File: src/rtl/dmem_pkg.sv
// Shared types and constants for the data-memory access sequencer.
// FSM states, exception causes, funct3 size codes and the default bus timeout.
package dmem_pkg;

    typedef enum logic [1:0] {
        ST_IDLE = 2'd0,
        ST_BUSY = 2'd1,
        ST_DONE = 2'd2
    } state_e;

    localparam logic [3:0] CAUSE_LD_MISALIGN = 4'd4;
    localparam logic [3:0] CAUSE_LD_FAULT    = 4'd5;
    localparam logic [3:0] CAUSE_ST_MISALIGN = 4'd6;
    localparam logic [3:0] CAUSE_ST_FAULT    = 4'd7;

    localparam logic [1:0] SZ_BYTE = 2'b00;
    localparam logic [1:0] SZ_HALF = 2'b01;
    localparam logic [1:0] SZ_WORD = 2'b10;
    localparam logic [2:0] F3_WORD = 3'b010;

    localparam int DMEM_TIMEOUT = 255;

    function automatic logic [3:0] ex_cause(input logic is_wr, input logic is_fault);
        logic [3:0] c;
        case ({is_wr, is_fault})
            2'b00:   c = CAUSE_LD_MISALIGN;
            2'b01:   c = CAUSE_LD_FAULT;
            2'b10:   c = CAUSE_ST_MISALIGN;
            default: c = CAUSE_ST_FAULT;
        endcase
        return c;
    endfunction

endpackage

File: src/rtl/dmem_access_ctrl_if.sv
// Pipeline-side controls and data-bus handshake of the access sequencer.
// master = sequencer view, slave = pipeline/bus environment view.
interface dmem_access_ctrl_if #(
    parameter int ADDR_W = 32,
    parameter int DATA_W = 32
);
    logic              i_MemRead;
    logic              i_MemWrite;
    logic              i_atomic;
    logic              i_sc;
    logic [2:0]        i_f3;
    logic [ADDR_W-1:0] i_addr;
    logic [DATA_W-1:0] i_wdata;
    logic              i_resv_clr;
    logic              o_stall;
    logic              o_done;
    logic [DATA_W-1:0] o_rdata;
    logic              o_ex;
    logic [3:0]        o_ex_cause;
    logic              o_req;
    logic              o_we;
    logic [ADDR_W-1:0] o_addr;
    logic [3:0]        o_be;
    logic [DATA_W-1:0] o_wdata;
    logic              i_ack;
    logic              i_err;
    logic [DATA_W-1:0] i_rdata;

    modport master (
        input  i_MemRead, i_MemWrite, i_atomic, i_sc, i_f3, i_addr, i_wdata, i_resv_clr,
        input  i_ack, i_err, i_rdata,
        output o_stall, o_done, o_rdata, o_ex, o_ex_cause,
        output o_req, o_we, o_addr, o_be, o_wdata
    );

    modport slave (
        output i_MemRead, i_MemWrite, i_atomic, i_sc, i_f3, i_addr, i_wdata, i_resv_clr,
        output i_ack, i_err, i_rdata,
        input  o_stall, o_done, o_rdata, o_ex, o_ex_cause,
        input  o_req, o_we, o_addr, o_be, o_wdata
    );

endinterface

File: src/rtl/dmem_lane_align.sv
// Byte-lane helper: alignment check, byte enables and store replication for the
// incoming request; shift and sign/zero extension of returned load data. Purely combinational.
module dmem_lane_align
    import dmem_pkg::*;
#(
    parameter int DATA_W = 32
) (
    input  logic [1:0]        req_off,
    input  logic [2:0]        req_f3,
    input  logic              req_atomic,
    input  logic [DATA_W-1:0] req_wdata,
    output logic              req_misaligned,
    output logic [3:0]        req_be,
    output logic [DATA_W-1:0] req_wdata_rep,
    input  logic [1:0]        rsp_off,
    input  logic [2:0]        rsp_f3,
    input  logic [DATA_W-1:0] rsp_rdata,
    output logic [DATA_W-1:0] rsp_rdata_ext
);
    logic [DATA_W-1:0] shifted;

    always_comb begin
        req_misaligned = 1'b0;
        req_be         = 4'b0000;
        req_wdata_rep  = req_wdata;
        case (req_f3[1:0])
            SZ_BYTE: begin
                req_be        = 4'b0001 << req_off;
                req_wdata_rep = {4{req_wdata[7:0]}};
            end
            SZ_HALF: begin
                req_misaligned = req_off[0];
                req_be         = 4'b0011 << req_off;
                req_wdata_rep  = {2{req_wdata[15:0]}};
            end
            SZ_WORD: begin
                req_misaligned = |req_off;
                req_be         = 4'b1111;
            end
            default: req_misaligned = 1'b1;
        endcase
        // LR/SC are word-only; any other width is reported as misaligned
        if (req_atomic && (req_f3 != F3_WORD)) begin
            req_misaligned = 1'b1;
        end
    end

    always_comb begin
        shifted = rsp_rdata >> {rsp_off, 3'b000};
        case (rsp_f3)
            3'b000:  rsp_rdata_ext = {{24{shifted[7]}}, shifted[7:0]};
            3'b100:  rsp_rdata_ext = {24'd0, shifted[7:0]};
            3'b001:  rsp_rdata_ext = {{16{shifted[15]}}, shifted[15:0]};
            3'b101:  rsp_rdata_ext = {16'd0, shifted[15:0]};
            default: rsp_rdata_ext = shifted;
        endcase
    end

endmodule

File: src/rtl/dmem_access_ctrl.sv
// EX/MEM data-memory sequencer: IDLE->BUSY->DONE bus handshake, pipeline stall, exceptions, LR/SC reservation.
// Ack in the N-th BUSY cycle gives o_done N+1 cycles after acceptance; local completions take 1 cycle.
module dmem_access_ctrl
    import dmem_pkg::*;
#(
    parameter int ADDR_W  = 32,
    parameter int DATA_W  = 32,
    parameter int TIMEOUT = DMEM_TIMEOUT
) (
    input logic                i_clk,
    input logic                i_rst,
    dmem_access_ctrl_if.master bus
);
    localparam int CNT_W = $clog2(TIMEOUT + 1);
    localparam int WRD_W = ADDR_W - 2;

    state_e            state_q, state_d;
    logic [CNT_W-1:0]  cnt_q, cnt_d;
    logic [ADDR_W-1:0] addr_q, addr_d;
    logic [3:0]        be_q, be_d;
    logic [DATA_W-1:0] wdata_q, wdata_d;
    logic [2:0]        f3_q, f3_d;
    logic              wr_q, wr_d;
    logic              atomic_q, atomic_d;
    logic              ex_q, ex_d;
    logic [3:0]        cause_q, cause_d;
    logic [DATA_W-1:0] rdata_q, rdata_d;
    logic              resv_vld_q, resv_vld_d;
    logic [WRD_W-1:0]  resv_word_q, resv_word_d;

    logic              req;
    logic              req_wr;
    logic              req_misaligned;
    logic              resv_hit_req;
    logic              resv_hit_cur;
    logic              timeout_hit;
    logic [3:0]        req_be;
    logic [DATA_W-1:0] req_wdata_rep;
    logic [DATA_W-1:0] rsp_rdata_ext;

    dmem_lane_align #(.DATA_W(DATA_W)) u_align (
        .req_off        (bus.i_addr[1:0]),
        .req_f3         (bus.i_f3),
        .req_atomic     (bus.i_atomic),
        .req_wdata      (bus.i_wdata),
        .req_misaligned (req_misaligned),
        .req_be         (req_be),
        .req_wdata_rep  (req_wdata_rep),
        .rsp_off        (addr_q[1:0]),
        .rsp_f3         (f3_q),
        .rsp_rdata      (bus.i_rdata),
        .rsp_rdata_ext  (rsp_rdata_ext)
    );

    assign req          = bus.i_MemRead | bus.i_MemWrite | bus.i_atomic;
    assign req_wr       = bus.i_atomic ? bus.i_sc : bus.i_MemWrite;
    assign resv_hit_req = resv_vld_q && (resv_word_q == bus.i_addr[ADDR_W-1:2]);
    assign resv_hit_cur = resv_vld_q && (resv_word_q == addr_q[ADDR_W-1:2]);
    assign timeout_hit  = (cnt_q == CNT_W'(TIMEOUT - 1));

    always_comb begin
        state_d     = state_q;
        cnt_d       = cnt_q;
        addr_d      = addr_q;
        be_d        = be_q;
        wdata_d     = wdata_q;
        f3_d        = f3_q;
        wr_d        = wr_q;
        atomic_d    = atomic_q;
        ex_d        = ex_q;
        cause_d     = cause_q;
        rdata_d     = rdata_q;
        resv_vld_d  = resv_vld_q;
        resv_word_d = resv_word_q;

        case (state_q)
            ST_IDLE: begin
                if (req) begin
                    addr_d   = bus.i_addr;
                    be_d     = req_be;
                    wdata_d  = req_wdata_rep;
                    f3_d     = bus.i_f3;
                    wr_d     = req_wr;
                    atomic_d = bus.i_atomic;
                    cnt_d    = '0;
                    ex_d     = 1'b0;
                    cause_d  = 4'd0;
                    if (req_misaligned) begin
                        state_d = ST_DONE;
                        ex_d    = 1'b1;
                        cause_d = ex_cause(req_wr, 1'b0);
                    end else if (bus.i_atomic && bus.i_sc && !resv_hit_req) begin
                        state_d = ST_DONE;
                        rdata_d = DATA_W'(1);
                    end else begin
                        state_d = ST_BUSY;
                    end
                end
            end
            ST_BUSY: begin
                cnt_d = cnt_q + CNT_W'(1);
                if (bus.i_ack) begin
                    state_d = ST_DONE;
                    if (bus.i_err) begin
                        ex_d    = 1'b1;
                        cause_d = ex_cause(wr_q, 1'b1);
                    end else if (!wr_q) begin
                        rdata_d = rsp_rdata_ext;
                        if (atomic_q) begin
                            resv_vld_d  = 1'b1;
                            resv_word_d = addr_q[ADDR_W-1:2];
                        end
                    end else if (atomic_q) begin
                        rdata_d = '0;
                    end else if (resv_hit_cur) begin
                        resv_vld_d = 1'b0;
                    end
                end else if (timeout_hit) begin
                    state_d = ST_DONE;
                    ex_d    = 1'b1;
                    cause_d = ex_cause(wr_q, 1'b1);
                end
            end
            ST_DONE: begin
                state_d = ST_IDLE;
                if (atomic_q && wr_q) begin
                    resv_vld_d = 1'b0;
                end
            end
            default: state_d = ST_IDLE;
        endcase

        // Trap/xRET invalidation beats an LR completing in the same cycle
        if (bus.i_resv_clr) begin
            resv_vld_d = 1'b0;
        end
    end

    always_ff @(posedge i_clk) begin
        if (i_rst) begin
            state_q     <= ST_IDLE;
            cnt_q       <= '0;
            addr_q      <= '0;
            be_q        <= '0;
            wdata_q     <= '0;
            f3_q        <= '0;
            wr_q        <= 1'b0;
            atomic_q    <= 1'b0;
            ex_q        <= 1'b0;
            cause_q     <= '0;
            rdata_q     <= '0;
            resv_vld_q  <= 1'b0;
            resv_word_q <= '0;
        end else begin
            state_q     <= state_d;
            cnt_q       <= cnt_d;
            addr_q      <= addr_d;
            be_q        <= be_d;
            wdata_q     <= wdata_d;
            f3_q        <= f3_d;
            wr_q        <= wr_d;
            atomic_q    <= atomic_d;
            ex_q        <= ex_d;
            cause_q     <= cause_d;
            rdata_q     <= rdata_d;
            resv_vld_q  <= resv_vld_d;
            resv_word_q <= resv_word_d;
        end
    end

    assign bus.o_stall    = (state_q == ST_IDLE) ? req : (state_q == ST_BUSY);
    assign bus.o_done     = (state_q == ST_DONE);
    assign bus.o_ex       = (state_q == ST_DONE) && ex_q;
    assign bus.o_ex_cause = (state_q == ST_DONE) ? cause_q : 4'd0;
    assign bus.o_rdata    = rdata_q;
    assign bus.o_req      = (state_q == ST_BUSY);
    assign bus.o_we       = (state_q == ST_BUSY) && wr_q;
    assign bus.o_addr     = {addr_q[ADDR_W-1:2], 2'b00};
    assign bus.o_be       = be_q;
    assign bus.o_wdata    = wdata_q;

endmodule

File: src/flat_wrapper.sv
// flat-port wrapper written by rule: the top's interface ports become plain ports
module dmem_access_ctrl_flat import dmem_pkg::*;
#(
    parameter int ADDR_W  = 32,
    parameter int DATA_W  = 32,
    parameter int TIMEOUT = DMEM_TIMEOUT
)
  (i_clk, i_rst, bus_i_MemRead, bus_i_MemWrite, bus_i_atomic, bus_i_sc, bus_i_f3, bus_i_addr, bus_i_wdata, bus_i_resv_clr, bus_i_ack, bus_i_err, bus_i_rdata, bus_o_stall, bus_o_done, bus_o_rdata, bus_o_ex, bus_o_ex_cause, bus_o_req, bus_o_we, bus_o_addr, bus_o_be, bus_o_wdata);
  dmem_access_ctrl_if #(.ADDR_W(ADDR_W), .DATA_W(DATA_W)) bus_i ();
  input logic i_clk;
  input logic i_rst;
  input wire logic [$bits(bus_i.i_MemRead)-1:0] bus_i_MemRead;
  input wire logic [$bits(bus_i.i_MemWrite)-1:0] bus_i_MemWrite;
  input wire logic [$bits(bus_i.i_atomic)-1:0] bus_i_atomic;
  input wire logic [$bits(bus_i.i_sc)-1:0] bus_i_sc;
  input wire logic [$bits(bus_i.i_f3)-1:0] bus_i_f3;
  input wire logic [$bits(bus_i.i_addr)-1:0] bus_i_addr;
  input wire logic [$bits(bus_i.i_wdata)-1:0] bus_i_wdata;
  input wire logic [$bits(bus_i.i_resv_clr)-1:0] bus_i_resv_clr;
  input wire logic [$bits(bus_i.i_ack)-1:0] bus_i_ack;
  input wire logic [$bits(bus_i.i_err)-1:0] bus_i_err;
  input wire logic [$bits(bus_i.i_rdata)-1:0] bus_i_rdata;
  output wire logic [$bits(bus_i.o_stall)-1:0] bus_o_stall;
  output wire logic [$bits(bus_i.o_done)-1:0] bus_o_done;
  output wire logic [$bits(bus_i.o_rdata)-1:0] bus_o_rdata;
  output wire logic [$bits(bus_i.o_ex)-1:0] bus_o_ex;
  output wire logic [$bits(bus_i.o_ex_cause)-1:0] bus_o_ex_cause;
  output wire logic [$bits(bus_i.o_req)-1:0] bus_o_req;
  output wire logic [$bits(bus_i.o_we)-1:0] bus_o_we;
  output wire logic [$bits(bus_i.o_addr)-1:0] bus_o_addr;
  output wire logic [$bits(bus_i.o_be)-1:0] bus_o_be;
  output wire logic [$bits(bus_i.o_wdata)-1:0] bus_o_wdata;
  assign bus_i.i_MemRead = bus_i_MemRead;
  assign bus_i.i_MemWrite = bus_i_MemWrite;
  assign bus_i.i_atomic = bus_i_atomic;
  assign bus_i.i_sc = bus_i_sc;
  assign bus_i.i_f3 = bus_i_f3;
  assign bus_i.i_addr = bus_i_addr;
  assign bus_i.i_wdata = bus_i_wdata;
  assign bus_i.i_resv_clr = bus_i_resv_clr;
  assign bus_i.i_ack = bus_i_ack;
  assign bus_i.i_err = bus_i_err;
  assign bus_i.i_rdata = bus_i_rdata;
  assign bus_o_stall = bus_i.o_stall;
  assign bus_o_done = bus_i.o_done;
  assign bus_o_rdata = bus_i.o_rdata;
  assign bus_o_ex = bus_i.o_ex;
  assign bus_o_ex_cause = bus_i.o_ex_cause;
  assign bus_o_req = bus_i.o_req;
  assign bus_o_we = bus_i.o_we;
  assign bus_o_addr = bus_i.o_addr;
  assign bus_o_be = bus_i.o_be;
  assign bus_o_wdata = bus_i.o_wdata;
  dmem_access_ctrl #(.ADDR_W(ADDR_W), .DATA_W(DATA_W), .TIMEOUT(TIMEOUT)) u_core (.i_clk(i_clk), .i_rst(i_rst), .bus(bus_i));
endmodule
File: config.mk
export PLATFORM = sky130hd
export DESIGN_NAME = dmem_access_ctrl_flat
export DESIGN_NICKNAME = d
export VERILOG_FILES = /design/src/rtl/dmem_pkg.sv /design/src/rtl/dmem_access_ctrl_if.sv /design/src/rtl/dmem_lane_align.sv /design/src/rtl/dmem_access_ctrl.sv /design/src/flat_wrapper.sv
export SDC_FILE = /design/constraint.sdc
export NUM_CORES = 1
export LEC_CHECK = 0
export BUFFER_PORTS_ARGS = -buffer_cell sky130_fd_sc_hd__buf_4
export CORE_MARGIN = 4
export CORE_UTILIZATION = 59
export CTS_BUF_LIST = sky130_fd_sc_hd__clkbuf_8
export CTS_CLUSTER_DIAMETER = 30
export DETAILED_ROUTE_END_ITERATION = 10
export PLACE_DENSITY = 0.89
export SYNTH_ARGS = -nofsm -noshare
export SYNTH_HDL_FRONTEND = slang
export SYNTH_HIERARCHICAL = 1
export SYNTH_SLANG_ARGS = --single-unit
File: constraint.sdc
create_clock -name i_clk -period 4.8 [get_ports i_clk]
set_input_delay 0.48 -clock i_clk [delete_from_list [all_inputs] [get_ports i_clk]]
set_output_delay 0.48 -clock i_clk [all_outputs]
set_load 0.02 [all_outputs]
Word level (Yosys, flattened, before mapping)
Index checks and enable logic that the tools add are counted.

Add/sub/neg operators: 1. Equal/unequal tests: 23. Shift-type cells: 3. Mux-type cells: 46. Bitwise logic cells: 5. Reduce and logical (&&, ||, !) cells: 23.

Operator list (number): $mux 32 (7); $pmux 32 s2 (2); $pmux 32 s4 (1); $eq 30x30->1 (2); $shr 32x5->32 (1); $mux 4 (6); $pmux 4 s2 (2); $pmux 8 s2 (1); $mux 1 (15); $reduce_and 7->1 (2); $mux 2 (6); $pmux 4 s3 (1); $ne 3x3->1 const B (3); $add 8x1->8 const B (1); $eq 8x8->1 const B (1); $logic_and 1x1->1 (8); $mux 8 (1); $eq 3x3->1 const B (2); $ne 2x1->1 const B (3); $ne 2x2->1 const B (3); $ne 3x1->1 const B (2); $ne 3x2->1 const B (2); $reduce_and 2->1 (3); $reduce_and 5->1 (1); other kinds (16) (25).

Register bits: 151. Input port bits: 108. Output and inout bits: 109. Logic and storage cells: 114.

Longest topological paths before layout
Depth after elaboration: 8. Depth in mapped cells: 8. Depth with buffers taken out: 7.

Cells and area by module
Netlist, hierarchy kept.

Modules (own cells, without submodules): dmem_access_ctrl (times used 1, cells each 810, area an instance 6467.5 um2, seq. area each 2982.9 um2); dmem_lane_align (times used 1, cells each 189, area an instance 1342.5 um2, seq. area each 0.0 um2).

Worst setup path before layout
Ideal clock, no wire load.

Path kind: input to register. From: in bus_i_f3[0]. To: reg u_core.rdata_q[1] (netlist: u_core/bus.o_rdata[1]). Library setup time: 0.072 ns. Data arrival time: 2.134 ns. Data required time: 4.728 ns. Path slack: 2.594 ns. Stages: 8. Buffers on the path: 2. Path through: buf_2 -> nand2b_1 -> or4_1 -> o21a_1 -> nor3_1 -> a31o_4 -> buf_6 -> mux2i_1.

Cells in the longest elaborated chain, start to end: 5. Elaborated cells between the ends (all ways): 9. Those cells by class: eq/ne: 4; mux: 2; reduce/logical: 3.

Ends and longest elaborated chain: start: declaration (RTL line flat_wrapper.sv:16) `input wire logic [$bits(bus_i.i_f3)-1:0] bus_i_f3;`; $eq 2x2->1 (tied with other cells) (RTL line dmem_lane_align.sv:26) `case (req_f3[1:0])`; $pmux 1 s3 / $logic_and 1x1->1 (equally long branches) (RTL line dmem_lane_align.sv:26, dmem_lane_align.sv:43); $mux 1 (*) (RTL line dmem_lane_align.sv:43) `if (req_atomic && (req_f3 != F3_WORD)) begin`; via u_core.req_misaligned (RTL line dmem_access_ctrl.sv:33) `logic req_misaligned;`; $ne 2x2->1 (no source line) (*); $reduce_and 7->1 (no source line) (*); end signal: assignment (RTL line dmem_access_ctrl.sv:165) `rdata_q <= rdata_d;`; end: declaration (RTL line dmem_access_ctrl.sv:27) `logic [DATA_W-1:0] rdata_q, rdata_d;`.

Mark *: on every way through the listed nets, which the timed path passes. The rest lies on a longest branch. A chain may end at the register's enable or synchronous reset.

Worst setup path after layout
From: reg u_core.state_q[1]. To: reg u_core.rdata_q[19] (netlist: u_core/bus.o_rdata[19]).

Cells in the longest elaborated chain, start to end: 3. Elaborated cells between the ends (all ways): 11. Those cells by class: eq/ne: 7; mux: 1; reduce/logical: 3.

Ends and longest elaborated chain: start: declaration (RTL line dmem_access_ctrl.sv:17) `state_e state_q, state_d;`; start signal: assignment (RTL line dmem_access_ctrl.sv:155) `state_q <= state_d;`; $eq 2x1->1 / $logic_not 2->1 (equally long branches) (RTL line dmem_access_ctrl.sv:76) `case (state_q)`; $ne 3x3->1 (no source line) (tied with other cells); $reduce_and 7->1 (no source line).

Parallel ways exist; a longest one is shown, timed or not.

==> metrics.md <==
| Metric | Value |
|---|---|
| EDFF count, synth | `0` |
| Clock Path Buffers | `2` |
| Num rows | `41` |
| Worst slew pin tran | `1.19 ns` |
| I/O pin count | `217` |
| Leak | `3.87 nW` |
| Commonest non-fill, non-tap cell in the layout | `nand2_1` |
| Post-layout nets | `1238` |
| Final Cycle Share | `0.587` |
| CTS Root Cell | `clkbuf_8` |
| Status | `finished clean` |
| Grt ovf | `0` |
| Post-CTS Hold Buffers | `0` |
| Total CTS buffers | `17` |
| Die Y | `123 um` |
| Synth Cell Area | `7810 um^2` |
| RSZ-0062 raised after global routing | `false` |
| Worst VDD drop | `0.000252 V` |
| Layout cells sized above 1 | `0.261` |
| Synth cell types | `52` |
| Vias in the first global route | `6794` |
| Non-filler cells, final | `1312` |
| Port Buffers | `213` |
| Largest net degree at the start of global routing | `112` |
| Final Critical Period | `2.82 ns` |
| Final-report setup violation count | `0` |
| Global-route wire length before repair | `33800 um` |
| Core ar. | `12800 um^2` |
| Clock sinks | `149` |
| CP required | `5.10 ns` |
| Max Fclk | `0.355 GHz` |
| DRC viols | `0` |
| Setup crit start kind | `flip-flop` |
| GRT Overall Usage | `0.281` |
| PostCTS Resize Cnt | `0` |
| # Post-CTS Setup Buffers | `0` |
| Worst setup path class | `flip-flop to flip-flop` |
| Max-slew headroom | `0.208` |
| Critical path arrival | `3.12 ns` |
| Post-Place Setup Slack | `2.10 ns` |
| Clock slew at reported path FFs | `0.08 ns` |
| Async SR Flop Fraction | `0` |
| Die Wd | `123 um` |
| Final Hold Vio Count | `0` |
| Fillers | `976` |
| Final Power | `3.16 mW` |
| Initial antenna violation count | `0` |
| Final setup TNS | `0 ns` |
| Util after Layout | `0.743` |
| Flops & latches, synth | `149` |
| WL final | `21700 um` |
| CP Capture Type | `flip-flop` |
| Antenna Cells | `0` |
| Power Density | `333 nW/um^2` |
| Initial Utilization | `0.611` |
| Vias per cell | `5.72` |
| First DRT Iteration DRCs | `966` |
| MaxCap Viol Count | `0` |
| Post-Synthesis Cells | `999` |
| Routed wire length per instance | `16.6 um` |
| Synthesis-to-layout area growth | `21.5%` |
| Top_reg_cell synth | `dfxtp_1` |
| H-tree Lvls | `4` |
| Antenna-violating nets left | `0` |
| CTS tree | `done` |
| Sequential element share of the synthesized area | `0.382` |
| Routed vias | `7503` |
| Worst-Skew Late Latency | `0.45 ns` |
| Dpl cells | `1281` |
| Most frequent cells in the layout | `nand2_1 (242), buf_4 (218), dfxtp_1 (149)` |
| Min-delay worst type | `primary input to flip-flop` |
| RePlAce Congestion | `0.925` |
| Total Die Area | `15100 um^2` |
| Mean Syn Cell Area | `7.82 um^2` |
| Synth warn | `6` |
| Max Slew Vio Count | `0` |
| Clock Skew | `0.0126 ns` |
| Final HPWL DP | `15200 um` |
| Final worst setup slack | `1.98 ns` |
| Largest fanout on the critical path | `32` |
| DR pass1 iterations | `5` |
[metrics by stage]
| stage | hold WS, ns | cell area, um^2 |
|---|---|---|
| floorplan | 0.426 | 7820 |
| global placement | 0.443 | 9050 |
| detailed placement | 0.447 | 9050 |
| CTS | 0.257 | 9490 |
| global route | 0.264 | 9490 |
| finish | 0.284 | 9490 |
[critical path: stages, from the launching register on]
cell	delay, ns
dfxtp_1	0.33
nand2b_1	0.46
inv_1	0.32
and3_1	0.94
a31o_4	0.43
o21ai_0	0.18
[metal layers]
layer	wire length [um]	vias to the layer above	share of wire	track usage
met2	10500	388	0.48	0.466
met4	568	0	0.026	0.116
met5	0	-	0	0
met3	1910	55	0.088	0.0540
met1	8780	3471	0.40	0.361
li1	-	3589	-	-
[power breakdown]
| part | switching, mW | leakage, nW | internal [mW] |
|---|---|---|---|
| Combinational | 0.421 | 2.43 | 0.302 |
| Clock | 0.458 | 0.223 | 0.599 |
| Sequential | 0.0767 | 1.22 | 1.31 |
[kinds of logic (layout without fill, tap and decap cells)]
logic type | count (synthesis) | after routing | synth area share
other | 1 | 3 | 0.000480
DFF | 149 | 149 | 0.382
muxes | 51 | 51 | 0.0710
AOI/OAI and AO/OA | 205 | 205 | 0.146
adders and majority gates | 2 | 2 | 0.00320
buffers and inverters | 117 | 256 | 0.0851
xor gates and xnor gates | 63 | 63 | 0.0707
and+or+nand+nor | 411 | 411 | 0.242
[registers in the layout (all words and copies together) (netlist names)]
| register | cells |
|---|---|
| u_core/addr_q | 32 |
| u_core/bus.o_rdata | 32 |
| u_core/bus.o_wdata | 32 |
| u_core/resv_word_q | 30 |
| u_core/cnt_q | 8 |
| u_core/bus.o_be | 4 |
| u_core/cause_q | 3 |
| u_core/f3_q | 3 |
| u_core/state_q | 2 |
| u_core/atomic_q | 1 |
| u_core/resv_vld_q | 1 |
| u_core/wr_q | 1 |
[Yosys cell counts (all sizes together), types with 8 or more instances]
library cell  instances  area share
nor3                  8      0.0051
buf                  69       0.062
nor2                 20      0.0099
xnor2                50       0.056
nand3                37       0.025
o21ai                41       0.026
mux2i                22       0.028
nor2b                11      0.0091
nand2               242        0.12
mux2                 29       0.043
nand4                31       0.026
a211oi               12       0.012
xor2                 13       0.015
or2                   9      0.0072
clkbuf               41       0.020
nand2b               34       0.027
dfxtp               149        0.38
a21oi               135       0.087
[final timing paths]
check                                              end  slack (ns)  depth (start not counted)               from
worst max register to register  u_core/bus.o_rdata[19]        1.98                          5  u_core/state_q[1]
worst min-delay path                 u_core/addr_q[23]        0.28                          3     bus_i_addr[23]
worst max-delay path            u_core/bus.o_rdata[19]        1.98                          5  u_core/state_q[1]
worst min register to register       u_core/cause_q[0]        0.45                          2  u_core/cause_q[0]
[area by class of cell]
class	count	area [um^2]	share of cell area
multi-input cells	735	4190	0.442
flip-flops and latches	149	2980	0.314
repair buffers	218	1640	0.173
clock buffers	20	275	0.0290
well taps	172	215	0.0227
clock inverters	11	158	0.0166
inverters	7	26.3	0.00277
Note: power is estimated with default switching activity, not from simulation.
